===== src/rtl/blft_win_seq.sv =====
// Window-fetch sequencer for a (2*RAD+1)x(2*RAD+1) sliding-window image filter.
// Walks every interior centre pixel of a square IMG_DIM x IMG_DIM frame.
// The window is streamed in column-major order from image memory.
// At the start of each centre row it primes 2*RAD columns.
// For each centre it then fetches one new column and waits for the datapath
// to acknowledge the assembled window.
// Image addresses are {row[7:0], col[7:0]}.
module blft_win_seq #(
    parameter int RAD     = 5,
    parameter int IMG_DIM = 256
) (
    input  logic        clk,
    input  logic        rst,
    input  logic        start,
    input  logic        in_valid,
    output logic [15:0] in_addr,
    output logic        fetch_en,
    output logic        win_wr,
    output logic [3:0]  win_idx,
    output logic        col_shift,
    output logic        win_ready,
    input  logic        win_ack,
    output logic [15:0] ctr_addr,
    output logic        busy,
    output logic        done
);

    // First and last centre coordinate, last image column, last primed column
    localparam logic [7:0] RAD_V     = 8'(RAD);
    localparam logic [7:0] LAST_CTR  = 8'(IMG_DIM - 1 - RAD);
    localparam logic [7:0] LAST_COL  = 8'(IMG_DIM - 1);
    localparam logic [7:0] PRIME_END = 8'(2 * RAD - 1);

    typedef enum logic [2:0] {
        IDLE,
        PRIME,
        FETCH,
        WAIT,
        DONE
    } state_t;

    state_t     state, state_n;
    logic [7:0] ctr_row, ctr_row_n;
    logic [7:0] ctr_col, ctr_col_n;
    logic [7:0] f_row, f_row_n;
    logic [7:0] f_col, f_col_n;

    // Window extent for the current centre row
    logic [7:0] win_top;
    logic [7:0] win_bot;
    logic       col_end;
    logic       fetching;

    // Window bounds and the "last word of this column" flag
    always_comb begin
        win_top  = ctr_row - RAD_V;
        win_bot  = ctr_row + RAD_V;
        col_end  = (f_row == win_bot);
        fetching = (state == PRIME) || (state == FETCH);
    end

    // State and counter registers, asynchronously cleared
    always_ff @(posedge clk or posedge rst) begin
        if (rst) begin
            state   <= IDLE;
            ctr_row <= '0;
            ctr_col <= '0;
            f_row   <= '0;
            f_col   <= '0;
        end else begin
            state   <= state_n;
            ctr_row <= ctr_row_n;
            ctr_col <= ctr_col_n;
            f_row   <= f_row_n;
            f_col   <= f_col_n;
        end
    end

    // Next-state and counter update; fetch counters move only on accepted words
    always_comb begin
        state_n   = state;
        ctr_row_n = ctr_row;
        ctr_col_n = ctr_col;
        f_row_n   = f_row;
        f_col_n   = f_col;

        case (state)
            IDLE, DONE: begin
                if (start) begin
                    ctr_row_n = RAD_V;
                    ctr_col_n = RAD_V;
                    f_row_n   = '0;
                    f_col_n   = '0;
                    state_n   = PRIME;
                end
            end

            PRIME, FETCH: begin
                if (in_valid) begin
                    if (col_end) begin
                        f_row_n = win_top;
                        // The final column of a row is the last image column;
                        // hold there instead of wrapping to column 0.
                        if (f_col != LAST_COL) begin
                            f_col_n = f_col + 8'd1;
                        end
                        if (state == FETCH) begin
                            state_n = WAIT;
                        end else if (f_col == PRIME_END) begin
                            state_n = FETCH;
                        end
                    end else begin
                        f_row_n = f_row + 8'd1;
                    end
                end
            end

            WAIT: begin
                if (win_ack) begin
                    if (ctr_col != LAST_CTR) begin
                        ctr_col_n = ctr_col + 8'd1;
                        state_n   = FETCH;
                    end else if (ctr_row != LAST_CTR) begin
                        ctr_row_n = ctr_row + 8'd1;
                        ctr_col_n = RAD_V;
                        f_row_n   = ctr_row + 8'd1 - RAD_V;
                        f_col_n   = '0;
                        state_n   = PRIME;
                    end else begin
                        state_n = DONE;
                    end
                end
            end

            default: state_n = IDLE;
        endcase
    end

    // Datapath strobes and status decoded from state and fetch position
    always_comb begin
        in_addr   = {f_row, f_col};
        ctr_addr  = {ctr_row, ctr_col};
        fetch_en  = fetching;
        win_wr    = fetching && in_valid;
        col_shift = fetching && in_valid && col_end;
        // Row offset is only meaningful while fetching; forced to 0 otherwise
        // so idle/reset show a clean zero rather than a stale offset.
        win_idx   = '0;
        if (fetching) begin
            win_idx = 4'(f_row - win_top);
        end
        win_ready = (state == WAIT);
        busy      = fetching || (state == WAIT);
        done      = (state == DONE);
    end

endmodule


===== config.mk =====
export PLATFORM = sky130hd
export DESIGN_NAME = blft_win_seq
export DESIGN_NICKNAME = d
export VERILOG_FILES = /design/src/rtl/blft_win_seq.sv
export SDC_FILE = /design/constraint.sdc
export NUM_CORES = 1
export LEC_CHECK = 0
export ABC_AREA = 1
export CAP_MARGIN = 20
export CORE_ASPECT_RATIO = 0.6
export CORE_MARGIN = 2
export CORE_UTILIZATION = 50
export CTS_CLUSTER_DIAMETER = 200
export CTS_CLUSTER_SIZE = 14
export DETAILED_ROUTE_END_ITERATION = 6
export PLACE_DENSITY = 0.75
export SYNTH_ARGS = -nofsm -noshare
export SYNTH_HDL_FRONTEND = slang
export SYNTH_SLANG_ARGS = --single-unit

===== constraint.sdc =====
create_clock -name clk -period 4.3 [get_ports clk]
set_clock_uncertainty 0.1 [all_clocks]
set_input_delay 0.645 -clock clk [delete_from_list [all_inputs] [get_ports clk]]
set_output_delay 0.645 -clock clk [all_outputs]
set_load 0.02 [all_outputs]

==> results by group <==
Floorplanning
  • Die H: between 60 and 70 µm
  • Site Rows: 22
  • Die Area: around 6900 µm²
  • Initial core utilization: 51.4%
  • Top-Level Pins: 47
  • Die W: 106 µm
  • Core ar.: between 6000 and 7000 µm²

Worst setup path
  • CP Data Required Time: between 3 and 4 ns
  • CP Class: reg -> out
  • Worst Path Max Fanout: 8
  • CP arrival: 3.05 ns
  • CP Launch Type: flop
  • Worst-case reg-to-reg path depth: 13
  • Setup crit end kind: output pin

Synth
  • Simple-Gate Fraction of Synth Area: about two fifths
  • Gate Count Post-Synth: 437
  • Synth Net Count: between 400 and 500
  • Multiplexer area fraction after synthesis: 0%
  • Post-synthesis cell type count: 45
  • Synthesis-stage register bit count: 35
  • Largest family of logic cells by synthesized area: simple AND/OR/NAND/NOR gates
  • Adder-Cell Fraction of Synth Area: under 10%
  • Xor/xnor share of the synthesized area: ~8%
  • Compound-Gate Fraction of Synth Area: 11.4%
  • Post-Syn Area: around 3100 µm²
  • Synth Warn #: 0
  • Synth Area per Inst: slightly above 7 µm²
  • Register area share after synthesis: about 28%

Routing
  • DRT iter0 DRCs: ~200
  • Drt drc: 0
  • Drt pass-1 iters: 5
  • Via-per-instance ratio: 5.36
  • Vias: about 3000
  • Antenna-violating nets left: 0
  • Total detailed-routing wirelength: 8.11 mm
  • Drt wl/cell: between 10 and 15 µm

CTS
  • Number of buffers inserted during clock tree synthesis: 5
  • PostCTS Resize Cnt: 0
  • Max Root-Sink Buffers: 2
  • CTS tree: yes
  • Setup bufs post-CTS: 0
  • Clock slew at reported path FFs: 0.08 ns
  • Worst-Skew Late Latency: around 0.30 ns
  • Root Driver: clkbuf_8
  • Clock sinks: 35
  • Hold Buf Count CTS: 0
  • H-tree depth: 2

Finish
  • Commonest non-fill, non-tap cell in the layout: nand2_1
  • Number of diodes: 0
  • P&R area growth vs syn: 19.4%
  • Share of cells above drive strength 1: approximately 14%
  • Layout Nets: approximately 500
  • Final Non-Filler Cells: between 500 and 600
  • Commonest non-fill, non-tap cells in the layout: 103 x nand2_1, 46 x nor2_1, 46 x clkdlybuf4s50_1

Outcome
  • Status: finished clean

Placement
  • I/O Buffers: 46
  • Post-detail-place hpwl: a little over 6 mm
  • RePlAce Congestion: slightly below 0.9
  • Placed Cells incl. Taps: about 560

Timing
  • Relative slew slack: 52.2%
  • Tmin final: 3.80 ns
  • Final Cycle Share: 88.4%
  • Final Hold Viols: 0
  • Sum of negative setup slack: 0 ns
  • Worst Tran Pin Value: 0.714 ns
  • Final setup vio count: 0
  • Achievable Freq: about 260 MHz
  • Final Max Tran Viols: 0
  • RSZ-0062 raised after global routing: no

Global routing
  • GRT Overall Usage: approximately 25%
  • Largest net degree at the start of global routing: 26
  • Initial antenna violation count: 0
  • Total grt overflow: 0
  • First-pass GRT wire length: 13.5 mm
  • Vias in the first global route: about 2800

Power and ir drop
  • Peak supply drop: 0.000538 V
  • Pwr Density: 770 nW/µm²
  • Pleak: 1.77 nW
  • Pwr Total: around 2.9 mW

Run
  • Max Cap Viol: 0

Worst hold path
  • Hold Path Class: in -> async
[critical path, stage by stage (launching register included)]
cell and delay, ns:
dfrtp_1 0.49, inv_1 0.17, ha_1 0.25, or2_2 0.33, nand2_1 0.11, ha_1 0.27
nand2_1 0.07, nor2_1 0.04, a211oi_1 0.22, xor2_1 0.11, nor2_1 0.10, clkdlybuf4s50_1 0.61
[final timing paths]
| path | start | to | slack [ns] |
|---|---|---|---|
| worst max-delay path | ctr_row[0] | win_idx[3] | 0.50 |
| worst min-delay path | rst | f_col[7] | 0.44 |
| worst max register to register | ctr_row[0] | state[2] | 1.72 |
| worst min register to register | state[1] | state[1] | 0.46 |
| max in group asynchronous | rst | f_col[2] | 3.06 |
| min in group clk | state[1] | state[1] | 0.46 |
[power by group]
group | switching, mW | internal [mW]
clock | 0.127 | 0.114
sequential | 0.152 | 0.416
combinational | 1.29 | 0.781
[stage by stage]
step / util, % / cell area (µm²) / hold WS, ns / worst slack (ns)
floorplan: - / 3130 / 0.409 / 1.20
finish: 61.4 / 3730 / 0.441 / 0.500
global placement: 59.6 / 3630 / 0.415 / 0.935
global route: 61.4 / 3730 / 0.460 / 0.281
detailed placement: 59.6 / 3630 / 0.440 / 0.801
CTS: 60.9 / 3710 / 0.459 / 0.496
[registers in the layout (all words and copies together), names as in the netlist]
signal	count
ctr_col	8
ctr_row	8
f_col	8
f_row	8
state	3
[cell families (layout without fill, tap and decap cells)]
logic type,Yosys count,count (layout)
compound gates,59,59
xor+xnor,28,28
fa+ha+maj,12,12
buf+inv,67,112
flops,35,35
simple gates,236,236
[synth_stat cells (all sizes together)]
cell	n	area (µm²)
a211oi	1	7.51
a21oi	16	98.8
a22oi	1	7.51
a31oi	1	6.26
buf	10	70.1
clkbuf	1	5.00
clkinv	1	3.75
dfrtp	35	876
fa	1	20.0
ha	11	138
inv	55	209
nand2	114	465
nand3	37	235
nand3b	2	15.0
nand4	12	81.3
nor2	62	334
nor3	5	30.0
nor4	2	27.5
o21a	2	15.0
o21ai	35	190
o21bai	2	26.3
o22ai	1	6.26
or2	2	15.0
xnor2	5	43.8
xor2	23	201
[metal layers]
metal | wire [µm] | track usage, % | part of all wire, % | vias up
li1 | - | - | - | 1488
met1 | 3930 | 36.2 | 48 | 1413
met2 | 3580 | 38.5 | 44 | 123
met3 | 546 | 4.17 | 6.7 | 9
met4 | 60 | 4.93 | 0.74 | 0
met5 | 0 | 0 | 0 | -
[layout make-up]
type / count / area [µm²]
Sequential cell: 35 / 876
Timing Repair Buffer: 48 / 495
Inverter: 56 / 213
Tap cell: 84 / 105
Clock inverter: 1 / 5.00
Clock buffer: 7 / 76.3
Multi-Input combinational cell: 335 / 1960
Fill cell: 542 / 2350
Note: power is estimated with default switching activity, not from simulation.
